**config.mk**
```make
export PLATFORM = sky130hd
export DESIGN_NAME = camera_group_scheduler
export DESIGN_NICKNAME = d
export VERILOG_FILES = /design/src/rtl/cam_sched_pkg.sv /design/src/rtl/cam_alarm_encoder.sv /design/src/rtl/camera_group_scheduler.sv
export SDC_FILE = /design/constraint.sdc
export NUM_CORES = 1
export LEC_CHECK = 0
export ABC_AREA = 1
export CELL_PAD_IN_SITES_DETAIL_PLACEMENT = 1
export CELL_PAD_IN_SITES_GLOBAL_PLACEMENT = 2
export CORE_ASPECT_RATIO = 0.9
export CORE_MARGIN = 2
export CORE_UTILIZATION = 22
export DETAILED_ROUTE_END_ITERATION = 12
export GPL_TIMING_DRIVEN = 0
export PLACE_DENSITY = 0.8
export SETUP_SLACK_MARGIN = 0.3
export SLEW_MARGIN = 20
export SYNTH_ARGS = -nofsm -noshare
export SYNTH_HDL_FRONTEND = slang
export SYNTH_SLANG_ARGS = --single-unit
```
**constraint.sdc**
```tcl
create_clock -name clk -period 1.9 [get_ports clk]
set_input_delay 0.19 -clock clk [delete_from_list [all_inputs] [get_ports clk]]
set_output_delay 0.19 -clock clk [all_outputs]
set_load 0.03 [all_outputs]
```
**src/rtl/cam_sched_pkg.sv**
```systemverilog
// cam_sched_pkg: shared state type and group helpers for camera_group_scheduler
package cam_sched_pkg;

    localparam int MAX_CAMS = 64;

    typedef enum logic [1:0] {IDLE, SCAN, MANUAL, ALARM} sched_state_t;

    function automatic int n_groups(input int n_cams, input int gsize);
        return (n_cams + gsize - 1) / gsize;
    endfunction

    function automatic logic [MAX_CAMS-1:0] grp_mask(input int n_cams, input int gsize, input int g);
        logic [MAX_CAMS-1:0] m;
        m = '0;
        for (int i = 0; i < MAX_CAMS; i++)
            m[i] = (i >= g * gsize) && (i < (g + 1) * gsize) && (i < n_cams);
        return m;
    endfunction

endpackage

```
**src/rtl/cam_alarm_encoder.sv**
```systemverilog
// cam_alarm_encoder: alarm vector -> {valid, group of lowest alarmed camera}
// alarm in N_CAMS; valid out 1 (any alarm); grp out GRP_W
module cam_alarm_encoder #(
    parameter int N_CAMS     = 9,
    parameter int GROUP_SIZE = 3,
    parameter int GRP_W      = 2
) (
    input  logic [N_CAMS-1:0] alarm,
    output logic              valid,
    output logic [GRP_W-1:0]  grp
);

    always_comb begin
        valid = |alarm;
        grp   = '0;
        for (int i = N_CAMS - 1; i >= 0; i--)
            if (alarm[i]) grp = GRP_W'(i / GROUP_SIZE);
    end

endmodule

```
**src/rtl/camera_group_scheduler.sv**
```systemverilog
// camera_group_scheduler: rotates camera groups with dwell, manual select and alarm override
// in: clk, reset, enable, dwell, manual_mode, manual_grp, alarm
// out: cam_en (group mask), group, alarm_active, group_wrap (all registered)
module camera_group_scheduler
    import cam_sched_pkg::*;
#(
    parameter  int N_CAMS     = 9,
    parameter  int GROUP_SIZE = 3,
    parameter  int DWELL_W    = 4,
    localparam int N_GROUPS   = n_groups(N_CAMS, GROUP_SIZE),
    localparam int GRP_W      = N_GROUPS > 1 ? $clog2(N_GROUPS) : 1
) (
    input  logic               clk,
    input  logic               reset,
    input  logic               enable,
    input  logic [DWELL_W-1:0] dwell,
    input  logic               manual_mode,
    input  logic [GRP_W-1:0]   manual_grp,
    input  logic [N_CAMS-1:0]  alarm,
    output logic [N_CAMS-1:0]  cam_en,
    output logic [GRP_W-1:0]   group,
    output logic               alarm_active,
    output logic               group_wrap
);

    localparam logic [GRP_W-1:0] LAST = GRP_W'(N_GROUPS - 1);

    sched_state_t       state, nxt_state;
    logic [DWELL_W-1:0] dwell_cnt, nxt_cnt;
    logic [GRP_W-1:0]   saved_grp, nxt_saved, nxt_grp, base_grp, alarm_grp;
    logic               alarm_valid, nxt_wrap, running;

    cam_alarm_encoder #(
        .N_CAMS    (N_CAMS),
        .GROUP_SIZE(GROUP_SIZE),
        .GRP_W     (GRP_W)
    ) u_enc (
        .alarm(alarm),
        .valid(alarm_valid),
        .grp  (alarm_grp)
    );

    // From IDLE/ALARM the resume point is saved_grp; from SCAN/MANUAL it is the live group.
    // Comparing with >= lets a shrunk dwell advance immediately instead of wrapping the counter.
    always_comb begin
        running   = state == SCAN || state == MANUAL;
        base_grp  = running ? group : saved_grp;
        nxt_state = SCAN;
        nxt_grp   = base_grp;
        nxt_cnt   = '0;
        nxt_saved = saved_grp;
        nxt_wrap  = 1'b0;
        if (!enable) begin
            nxt_state = IDLE;
            nxt_grp   = group;
            nxt_saved = state != IDLE ? group : saved_grp;
        end else if (alarm_valid) begin
            nxt_state = ALARM;
            nxt_grp   = alarm_grp;
            nxt_saved = running ? group : saved_grp;
        end else if (manual_mode) begin
            nxt_state = MANUAL;
            nxt_grp   = manual_grp <= LAST ? manual_grp : base_grp;
        end else if (state == SCAN) begin
            nxt_grp  = dwell_cnt >= dwell ? (group == LAST ? '0 : group + GRP_W'(1)) : group;
            nxt_wrap = dwell_cnt >= dwell && group == LAST;
            nxt_cnt  = dwell_cnt >= dwell ? '0 : dwell_cnt + DWELL_W'(1);
        end
    end

    always_ff @(posedge clk) begin
        if (reset) begin
            state        <= IDLE;
            group        <= '0;
            dwell_cnt    <= '0;
            saved_grp    <= '0;
            cam_en       <= '0;
            alarm_active <= 1'b0;
            group_wrap   <= 1'b0;
        end else begin
            state        <= nxt_state;
            group        <= nxt_grp;
            dwell_cnt    <= nxt_cnt;
            saved_grp    <= nxt_saved;
            cam_en       <= nxt_state == IDLE ? '0 : N_CAMS'(grp_mask(N_CAMS, GROUP_SIZE, int'(nxt_grp)));
            alarm_active <= nxt_state == ALARM;
            group_wrap   <= nxt_wrap;
        end
    end

endmodule

```
### After elaboration in Yosys (flattened, before gate mapping)

Index checks and enable logic that the tools add are counted.
Widths: inputs -> output; s select.

* register bits: 21
* latch bits: 0
* RAM bits: 0
* ROM bits: 0
* output and inout bits: 13
* memories: 0

* add/sub/neg operators: 3
* multiply operators: 2
* divide/modulo/power cells: 0
* magnitude comparators: 20
* equal/unequal tests: 5
* shift operators: 0
* multiplexer cells: 23
* bitwise operators: 2
* reductions and logical operators: 19

Operators with widths (count)
* $ge 4x32->1 const A: 4
* $lt 4x32->1 const A: 4
* $ge 3x32->1 const A: 2
* $lt 3x32->1 const A: 2
* $mux 2: 23
* $ge 1x32->1 const A: 1
* $ge 2x32->1 const A: 1
* $ge 5x32->1 const A: 1
* $lt 1x32->1 const A: 1
* $lt 2x32->1 const A: 1
* $lt 5x32->1 const A: 1
* $mul 32x3->32 const B: 1
* $reduce_or 14->1: 1
* $reduce_or 13->1: 1
* $logic_and 1x1->1: 10
* $reduce_or 9->1: 1
* $eq 2x2->1 const B: 3
* $add 4x1->4 const B: 1
* $ge 4x4->1: 1
* $mul 2x2->4 const B: 1
* $reduce_bool 2->1: 2
* $add 2x1->3 const B: 1
* $add 2x1->2 const B: 1
* $eq 2x1->1 const B: 1
* other kinds (7): 8

### Depth between registers and ports, before layout

Gate-level depths: netlist of the first run.

* depth in word-level cells: 15
* mapped depth: 14
* mapped depth without buffers: 14

### By module

A second synthesis of the first run with hierarchy kept.

* cells, all modules: 135
* area, all modules: 928.4 µm²

By module, submodules not included
* camera_group_scheduler: instances 1, cells each 121, area each 863.3 µm², seq. area each 300.3 µm²
* cam_alarm_encoder: instances 1, cells each 14, area each 65.1 µm², seq. area each 0.0 µm²

### Worst setup path after synthesis of the first run

Ideal clock, no wire load.

* path kind: reg-to-reg
* from: reg state[0]
* to: reg cam_en[2]
* setup time: 64 ps
* arrival: 1404 ps
* required time: 1836 ps
* setup slack: 432 ps
* cell stages (with the launch flop): 10
* buffers on the path: 0
* path through: dfxtp_1 -> inv_1 -> ha_1 -> o21ai_0 -> a21oi_1 -> a21oi_1 -> nand2_1 -> nand3_1 -> nand2_1 -> nor2_1

* cells in the longest elaborated chain, start to end: 11
* elaborated cells between the ends (all ways): 15

RTL lines
* start, declared: line camera_group_scheduler.sv:28 `sched_state_t state, nxt_state;`
* start signal, assigned: line camera_group_scheduler.sv:81 `state <= nxt_state;`
* $eq 2x1->1 / $eq 2x2->1 (equally long branches): line camera_group_scheduler.sv:46, camera_group_scheduler.sv:64
* $logic_or 1x1->1: line camera_group_scheduler.sv:46 `running = state == SCAN || state == MANUAL;`
* $mux 2
* $mux 2, on equally long branches: line camera_group_scheduler.sv:64, camera_group_scheduler.sv:63
* $mux 2 *: line camera_group_scheduler.sv:61 `end else if (manual_mode) begin`
* $mux 2 *: line camera_group_scheduler.sv:57 `end else if (alarm_valid) begin`
* $mux 2 *: line camera_group_scheduler.sv:53 `if (!enable) begin`
* $add 2x1->3
* $mul 32x3->32
* $lt 3x32->1: line cam_sched_pkg.sv:16 `m[i] = (i >= g * gsize) && (i < (g + 1) * gsize) && (i < n_cams);`
* $logic_and 1x1->1 *: line cam_sched_pkg.sv:16
* end signal, assigned: line camera_group_scheduler.sv:85 `cam_en <= nxt_state == IDLE ? '0 : N_CAMS'(grp_mask(N_CAMS, GROUP_SIZE, int'(nxt_grp)));`
* end, declared: line camera_group_scheduler.sv:20 `output logic [N_CAMS-1:0] cam_en,`

Mark *: on every way between the ends. The rest lies on a longest branch, timed or not.
A chain may end at the register's enable or synchronous reset.

### Worst setup path after layout of the first run

* from: reg group[0]
* to: out group[0]

RTL lines
* start, declared: line camera_group_scheduler.sv:21 `output logic [GRP_W-1:0] group,`
* start signal, assigned: line camera_group_scheduler.sv:82 `group <= nxt_grp;`

No word-level cell between the ends.

==> results_dict.tcl, run 1 <==
set metrics [dict create \
    outcome "finished, final reports clean" \
    start_util_pct 22.57 \
    ant_nets 0 \
    synth_xor_area_share_pct 1.931 \
    drt_first_pass_iters 4 \
    ys_top_cells_by_area "dfxtp_1 33%, nand2_1 12%, inv_1 9.9%" \
    synthMostInstantiatedCell "nand2_1" \
    synth_fa_ha_area_share_pct 9.655 \
    clk_pin_slew_worst_paths_ns 0.06 \
    cts_tree "done" \
    synthesis.area_um2 907.1 \
    portBuffers 31 \
    rsz0062_at_grt "yes" \
    hold_violations 0 \
    dpl.cell_count 214 \
    finalCriticalPeriod_ns 1.499 \
    crit_family "buffers and inverters" \
    vias 973 \
    critPathCaptureType "output port" \
    synth_top_area_share_pct 33.10 \
    fp-row-count 22 \
    finalPower_uw 764.9 \
    worst_pin_slew_ns 0.3222 \
    ys_ff_latch 15 \
    post-route-period-util_pct 78.90 \
    cp.required_ns 1.71 \
    die_area_um2 4653 \
    yosys_warnings 0 \
    grt_pass1_wl_um 4429 \
    track_usage_pct 12.08 \
    cp_num_buf_inv 1 \
    ctsLongestPathBuffers 2 \
    coreArea_um2 4019 \
    postCtsHoldBufs 0 \
    yosysTopAreaCell "dfxtp_1" \
    synthMuxAreaShare_pct 0 \
    fp.dieW_um 71.69 \
    p_leak_nw 0.7817 \
    layout.nets 201 \
    crit_arrival_ns 1.31 \
    crit_fanout 3 \
    drc_errors 0 \
    area.growth.synth_to_final_pct 65.93 \
    htreeDepth 1 \
    max_freq_ghz 0.6671 \
    numCtsBuffers 3 \
    gr-total-overflow 0 \
    drv_slew 0 \
    setup.worst_path.start_class "register" \
    via_per_inst 4.383 \
    critPathMaxStageDelay_ns 0.68 \
    routabilityCongestion 0.7598 \
    antenna_cells 0 \
    antenna_found_initial 0 \
    criticalPathCategory "reg -> out" \
    ys.flop_type "dfxtp_1" \
    async_flop_share_pct 0 \
    dp_hpwl_um 2017 \
    crit_chain "clkdlybuf4s50_1" \
    crit_slowest_cell "clkdlybuf4s50_1" \
    ioPinCount 32 \
    power_density_nw_per_um2 508.2 \
    grt_pass1_vias 1029 \
    setup_viol 0 \
    die-height_um 64.92 \
    grt_start_max_net_pins 10 \
    synth-simple-area-share_pct 31.03 \
    fin_worst_skew_ns 0.002716 \
    synth_top_family_by_area "simple AND/OR/NAND/NOR gates" \
    layout-drive-gt1-share_pct 27.59 \
    clockRootBuffer "clkbuf_8" \
    layout.cells.non_filler 222 \
    synth-compound-area-share_pct 9.379 \
    ir_worst_vdd_uv 351.0 \
    clock_latency_ns 0.25 \
    netlist_instances 135 \
    yosysUniqueCellTypes 17 \
    seq_area_frac_synth_pct 33.10 \
    fill_cells 479 \
    synth_commonest_cells "28 x nand2_1, 24 x inv_1, 19 x nor2_1" \
    drt_iter0_markers 15 \
    wl_per_cell_um 11.20 \
    synth.net_count 161 \
    max_slew_margin_pct 78.49 \
    hp-class "reg -> reg" \
    syn-mean-instance-area_um2 6.719 \
    routed_wl_um 2487 \
    cts.sinks 15 \
    maxCapViolations 0 \
    synth_edf_count 0 \
]
## where the power goes
part / leakage [nW] / internal (mW) / switching [mW]
clock: 0.0255 / 0.145 / 0.115
sequential: 0.125 / 0.323 / 0.00589
combinational: 0.631 / 0.0875 / 0.0881
total: 0.782 / 0.555 / 0.209
## routing by layer
metal,up-vias,GRT usage (%),share of wire [%]
met5,-,0,0
met3,2,3.266,5.8
met1,450,14.53,44
li1,498,-,-
met4,0,2.830,0.64
met2,23,21.30,49
## layout make-up
cell class | instances | area (µm²) | area share [%]
Inverter | 24 | 90.09 | 5.985
Sequential cell | 15 | 309.0 | 20.53
Buffer | 6 | 45.04 | 2.993
Timing Repair Buffer | 35 | 361.6 | 24.02
Clock buffer | 3 | 41.29 | 2.743
Clock inverter | 1 | 5.005 | 0.3325
Multi-Input combinational cell | 90 | 593.1 | 39.40
Tap cell | 48 | 60.06 | 3.990
## stage by stage
stage / TNS [ns] / utilization [%] / hold slack [ns] / cell area, µm² / setup slack [ns]
after floorplan: 0 / - / 0.2591 / 907.1 / 0.4320
after global placement: -0.9601 / 31.79 / 0.4535 / 1277 / -0.1564
after detailed placement: -1.248 / 31.79 / 0.4613 / 1277 / -0.1933
after CTS: 0 / 34.74 / 0.4767 / 1396 / 0.3097
after global routing: 0 / 37.45 / 0.4659 / 1505 / 0.2867
final: 0 / 37.45 / 0.4399 / 1505 / 0.4009
## timing repair
item,CTS,global route
gates resized for setup,10,36
endpoints found under the setup margin,10,18
pin swaps,2,11
buffers inserted,2,2
## final timing paths
check	start	end	slack (ns)	cells past startpoint
min	dwell_cnt[0]$_SDFF_PP0_	dwell_cnt[0]$_SDFF_PP0_	0.44	1
min reg2reg	dwell_cnt[0]$_SDFF_PP0_	dwell_cnt[0]$_SDFF_PP0_	0.44	1
max reg2reg	state[1]$_SDFF_PP0_	cam_en[7]$_SDFF_PP0_	0.43	9
max	group[0]$_SDFF_PP0_	group[0]	0.40	1
## flip-flops by register name, summed over array words and instances (netlist names), named ones only
signal and flops:
dwell_cnt 4, cam_en 3, saved_grp 2, state 2, alarm_active 1, group 1
group_wrap 1
## cells in the final DEF, fill, tap and decap left out, types with 3 or more instances in the layout
| cell type | instances |
|---|---|
| nand3_1 | 5 |
| dlymetal6s2s_1 | 9 |
| ha_4 | 5 |
| nand2_1 | 24 |
| nand4_1 | 3 |
| a21oi_2 | 3 |
| dfxtp_2 | 4 |
| buf_4 | 10 |
| o21ai_1 | 4 |
| nand2_2 | 6 |
| clkbuf_8 | 3 |
| inv_2 | 5 |
| nor2_1 | 16 |
| clkdlybuf4s50_1 | 21 |
| nor2_2 | 4 |
| dfxtp_1 | 10 |
| inv_1 | 19 |
| a21oi_1 | 7 |
## cells by family after synthesis
group,after synthesis
compound gates,17
xor+xnor,2
fa+ha+maj,7
buf+inv,30
flops,15
simple gates,64
Power figures use the tool's default switching activity.
==> run 2, diff against run 1 <==
==> constraint.sdc (replaced) <==
create_clock -name clk -period 1.5 [get_ports clk]
set_input_delay 0.15 -clock clk [delete_from_list [all_inputs] [get_ports clk]]
set_output_delay 0.15 -clock clk [all_outputs]
set_load 0.03 [all_outputs]
==> run 2 against run 1 <==
Clock-buffer cell count grew 1. First-iteration DRC count shrank 47%. Setup slack worse by 0.38 ns. Clock power grew 31%. Critical path depth is 6 higher. Register-to-register slack worse by 0.41 ns. Cell count increased by 5.4%. Non-clock buffer count is 12 higher. Utilization is 2.9 points higher. Sequential share of layout area shrank 1.1 points. Clock skew fell by 0.0012 ns. Critical path type is now reg -> reg. Largest cell class unchanged. Largest power group unchanged. Highest routed layer unchanged.
==> results_dict.tcl, run 2 (synthesis results as in run 1) <==
set metrics [dict create \
    maxCapViolations 0 \
    hp-class "in -> reg" \
    numCtsBuffers 3 \
    routed_wl_um 3008 \
    regArea_um2 315.3 \
    grt_pass1_wl_um 4905 \
    max_slew_margin_pct 77.44 \
    max_freq_ghz 0.6757 \
    layout.nets 213 \
    pwr-share-seq_pct 40.8 \
    layout.cells.most_common_list "24 x buf_4, 17 x nand2_1, 15 x inv_1, 13 x nor2_1, 13 x dlygate4sd2_1" \
    crit_chain "ha_4 > a21oi_4 > nand3_2 > buf_6 > nor3_4 > nand2_2 > nor2_1" \
    final_common_cell "buf_4" \
    reg_top3 "dwell_cnt (4), cam_en (3)" \
    clockRootBuffer "clkbuf_8" \
    cts.sinks 15 \
    hold_violations 0 \
    ioPinCount 32 \
    crit_slowest_cell "dfxtp_2" \
    critPathCaptureType "register" \
    antenna_cells 0 \
    clk_pin_slew_worst_paths_ns 0.06 \
    via_per_inst 4.350 \
    drc_errors 0 \
    htreeDepth 1 \
    fin_worst_skew_ns 0.001552 \
    swShare_pct 28.89 \
    multi_input_area_um2 650.6 \
    drv_slew 0 \
    power_density_nw_per_um2 628.8 \
    setup.worst_path.start_class "register" \
    grt_start_max_net_pins 9 \
    die_area_um2 4653 \
    fp.dieW_um 71.69 \
    setup_slack_ns 0.02006 \
    cp_num_buf_inv 1 \
    p_int_uw 724.5 \
    dp_hpwl_um 2167 \
    ctsLongestPathBuffers 2 \
    critPathMaxStageDelay_ns 0.33 \
    drt_first_pass_iters 3 \
    finalPower_mw 1.019 \
    area.growth.synth_to_final_pct 78.62 \
    power_frac_comb_pct 25.5 \
    outcome "finished, final reports clean" \
    crit_arrival_ns 1.66 \
    die-height_um 64.92 \
    finalCriticalPeriod_ns 1.480 \
    crit_family "simple AND/OR/NAND/NOR gates" \
    stdcell_area_um2 1620 \
    gr-total-overflow 0 \
    grt_pass1_vias 1068 \
    cp.required_ns 1.68 \
    fill_cells 487 \
    routabilityCongestion 0.8214 \
    fin_hold_ws_ns 0.3673 \
    coreArea_um2 4019 \
    largest_reg_flops 4 \
    layout-drive-gt1-share_pct 45.70 \
    start_util_pct 22.57 \
    wl_per_cell_um 12.85 \
    crit_fanout 4 \
    p_leak_nw 0.7716 \
    post-route-period-util_pct 98.66 \
    drt_iter0_markers 8 \
    cts_tree "done" \
    criticalPathCategory "reg -> reg" \
    worst_pin_slew_ns 0.3373 \
    fin_util_pct 40.32 \
    rsz0062_at_grt "yes" \
    clock_latency_ns 0.25 \
    vias 1018 \
    portBuffers 31 \
    pwr-share-clk_pct 33.6 \
    antenna_found_initial 0 \
    ir_worst_vdd_uv 299.1 \
    placed_area_um2 1366 \
    track_usage_pct 13.72 \
    p_sw_uw 294.3 \
    setup_viol 0 \
    ant_nets 0 \
    max_flop_register "dwell_cnt" \
    fp-row-count 22 \
    place_ws_ns -0.3198 \
]
-- run 2: cell types whose count changed in the layout (fill, tap and decap cells not counted), moves of 3 or more --
cell / delta
clkdlybuf4s15_1: +3
inv_1: -4
dfxtp_1: -3
nand2_1: -7
nand2_2: +6
clkdlybuf4s50_1: -15
dlygate4sd2_1: +12
dlymetal6s2s_1: -7
inv_2: +4
nor2_1: -3
buf_4: +14
-- run 2: path summary, 6_finish.rpt --
path / from / depth (start not counted) / to / slack [ns]
min: alarm[2] / 7 / state[0]$_SDFF_PP0_ / 0.37
min reg2reg: dwell_cnt[0]$_SDFF_PP0_ / 2 / dwell_cnt[0]$_SDFF_PP0_ / 0.53
max: dwell_cnt[3]$_SDFF_PP0_ / 7 / dwell_cnt[0]$_SDFF_PP0_ / 0.02
max reg2reg: dwell_cnt[3]$_SDFF_PP0_ / 7 / dwell_cnt[0]$_SDFF_PP0_ / 0.02
-- run 2: final cells by class --
class                      count  share of cell area (%)
clock buffer                   4                   2.780
buffer                         6                   2.780
tap                           48                   3.707
multi-input combinational     90                   40.15
sequential                    15                   19.46
inverter                      24                   5.560
timing repair buffer          47                   25.56
-- run 2: power groups by stage --
stage | Clock [mW] | Sequential, mW | Combinational (mW)
detailed placement | 0 | 0.426 | 0.207
finish | 0.343 | 0.416 | 0.260
global route | 0.373 | 0.417 | 0.284
CTS | 0.349 | 0.417 | 0.232
global placement | 0 | 0.425 | 0.201
floorplan | 0 | 0.433 | 0.107
-- run 2: what timing repair did --
item | 4_1_cts | 5_1_grt
gates resized for setup | 62 | 29
hold buffers | 0 | 0
pin swaps | 15 | 21
setup buffers | 11 | 5
setup endpoints to repair | 27 | 18
-- run 2: stage by stage --
stage                     cells  TNS (ns)
after floorplan             135         0
after global placement      214    -2.700
after detailed placement    214    -3.093
after CTS                   229         0
after global routing        234   -0.6158
final                       234         0
-- run 2: worst register-to-register path: stages (launching register included) --
cell and delay [ns]:
dfxtp_2 0.33, ha_4 0.26, a21oi_4 0.15, nand3_2 0.14, buf_6 0.15, nor3_4 0.17
nand2_2 0.12, nor2_1 0.11
-- run 2: layer usage --
metal	wire length, µm	GRT usage [%]	up-vias
li1	-	-	519
met1	1306	15.43	477
met2	1559	25.69	17
met3	108	2.799	5
met4	34	4.245	0
met5	0	0	-
==> run 3, diff against run 2 <==
--- a/config.mk
+++ b/config.mk
@@ -9,8 +9,9 @@
 export CELL_PAD_IN_SITES_DETAIL_PLACEMENT = 1
 export CELL_PAD_IN_SITES_GLOBAL_PLACEMENT = 2
 export CORE_ASPECT_RATIO = 0.9
-export CORE_MARGIN = 2
+export CORE_MARGIN = 1.5
 export CORE_UTILIZATION = 22
+export CTS_CLUSTER_SIZE = 25
 export DETAILED_ROUTE_END_ITERATION = 12
 export GPL_TIMING_DRIVEN = 0
 export PLACE_DENSITY = 0.8
==> run 3 against run 2 <==
Critical path depth increased by 5. Die area decreased by 2.9%. Routed wire length decreased by 8.0%. Sequential share of layout area increased by 0.80 points. Sequential power about the same. Utilization increased by 0.26 points. Hold slack got worse by 0.041 ns. Clock skew decreased by 0.00077 ns. Final area decreased by 3.9%. Power decreased by 3.9%. Global-route usage decreased by 1.3 points. Clock-buffer cell count unchanged. Critical path type unchanged. Largest cell class unchanged. Largest power group unchanged.
==> results_dict.tcl, run 3 (synthesis results as in run 1) <==
set metrics [dict create \
    outcome "finished, final reports clean" \
    cts_tree "done" \
    final_common_cell "inv_1" \
    die-height_um 63.92 \
    max_flop_register "dwell_cnt" \
    regArea_um2 315.3 \
    htreeDepth 1 \
    postCtsHoldBufs 0 \
    coreArea_um2 3836 \
    fp-row-count 21 \
    max_freq_ghz 0.6802 \
    cp.required_ns 1.65 \
    ant_nets 0 \
    max_slew_margin_pct 78.39 \
    drt_iter0_markers 19 \
    fin_util_pct 40.57 \
    largest_reg_flops 4 \
    cts.sinks 15 \
    drt_first_pass_iters 4 \
    layout-drive-gt1-share_pct 40.78 \
    setup_viol 0 \
    fp.dieW_um 70.69 \
    wl_per_cell_um 12.30 \
    maxCapViolations 0 \
    critPathCaptureType "register" \
    ioPinCount 32 \
    crit_arrival_ns 1.62 \
    tns_ns 0 \
    fin_worst_skew_ns 0.0007800 \
    setup.worst_path.start_class "register" \
    via_per_inst 4.431 \
    gr-total-overflow 0 \
    finalCriticalPeriod_ns 1.470 \
    dpl.cell_count 212 \
    layout.nets 206 \
    numCtsBuffers 3 \
    finalPower_uw 979.2 \
    routabilityCongestion 0.7939 \
    dp_hpwl_um 2173 \
    post-route-period-util_pct 98.01 \
    layout.cells.most_common_list "17 x inv_1, 16 x nand2_1, 15 x nor2_1, 15 x buf_4, 14 x nand2_2" \
    hp-class "in -> reg" \
    drc_errors 0 \
    multi_input_area_um2 626.9 \
    clock_latency_ns 0.25 \
    layout.cells.non_filler 225 \
    criticalPathCategory "reg -> reg" \
    drv_slew 0 \
    hold_violations 0 \
    track_usage_pct 12.38 \
    clk_pin_slew_worst_paths_ns 0.06 \
    reg_top3 "dwell_cnt (4), cam_en (3)" \
    start_util_pct 23.65 \
    antenna_cells 0 \
    routed_wl_um 2767 \
    ir_worst_vdd_uv 431.1 \
    die_area_um2 4518 \
    portBuffers 31 \
    power_density_nw_per_um2 629.1 \
    grt_start_max_net_pins 9 \
    antenna_found_initial 0 \
    rsz0062_at_grt "yes" \
    worst_pin_slew_ns 0.3236 \
    area.growth.synth_to_final_pct 71.59 \
    vias 997 \
    fill_cells 474 \
    p_leak_nw 0.7376 \
    clockRootBuffer "clkbuf_8" \
    crit_fanout 3 \
    ctsLongestPathBuffers 2 \
    grt_pass1_wl_um 4450 \
    grt_pass1_vias 1019 \
]
-- run 3: cell count changes in the layout (fill, tap and decap cells not counted), moves of 4 or more --
cell | previous run | this run
buf_4 | 24 | 15
clkdlybuf4s50_1 | 6 | 11
clkdlybuf4s15_2 | 2 | 6
dlygate4sd2_1 | 13 | 9
-- run 3: stage by stage --
stage / worst slack, ns / cell area, µm² / hold WS, ns
final: 0.02978 / 1556 / 0.3260
after global routing: -0.08778 / 1556 / 0.3605
after CTS: 0.04526 / 1491 / 0.5160
after detailed placement: -0.3510 / 1364 / 0.4245
after global placement: -0.3069 / 1364 / 0.4210
after floorplan: 0.1752 / 996.0 / 0.2117
-- run 3: cell type report --
type	count	share of cell area, %
repair buffers	40	24.20
multi-input cells	90	40.27
clock buffers	4	2.894
flip-flops and latches	15	20.26
well taps	46	3.698
inverters	24	5.788
plain buffers	6	2.894
-- run 3: final timing paths --
path                      startpoint                       to  slack [ns]  cells past startpoint
max          dwell_cnt[1]$_SDFF_PP0_     cam_en[5]$_SDFF_PP0_        0.03                     12
min                           enable  alarm_active$_SDFF_PP0_        0.33                      3
max reg2reg  dwell_cnt[1]$_SDFF_PP0_     cam_en[5]$_SDFF_PP0_        0.03                     12
min reg2reg  dwell_cnt[0]$_SDFF_PP0_  dwell_cnt[0]$_SDFF_PP0_        0.51                      2
-- run 3: critical path: stages, from the launching register on --
cell and delay, ns:
dfxtp_4 0.36, ha_4 0.27, nand2_2 0.04, nand2_1 0.06, nand2_2 0.07, nand3_4 0.10
nand2_2 0.06, nand2_2 0.05, nand2_1 0.06, nand2_1 0.07, nand3_2 0.09, nand2_2 0.10
nor2_1 0.04
-- run 3: routing by layer --
layer  GRT usage (%)  share of wire (%)
met3           4.101                4.4
met2           21.61                 51
met4           1.415               0.29
met5               0                  0
met1           15.24                 44
-- run 3: timing repair --
action                     4_1_cts  5_1_grt
setup buffers                    6        3
gates resized for setup         50       18
pin swaps                       18        9
setup endpoints to repair       27       17
hold endpoints to repair         0        0
-- run 3: power breakdown --
| group | switching [mW] | internal [mW] | leakage, nW |
|---|---|---|---|
| logic | 0.119 | 0.110 | 0.588 |
| clock network | 0.147 | 0.189 | 0.0228 |
| registers | 0.00837 | 0.407 | 0.127 |
| total | 0.274 | 0.705 | 0.738 |
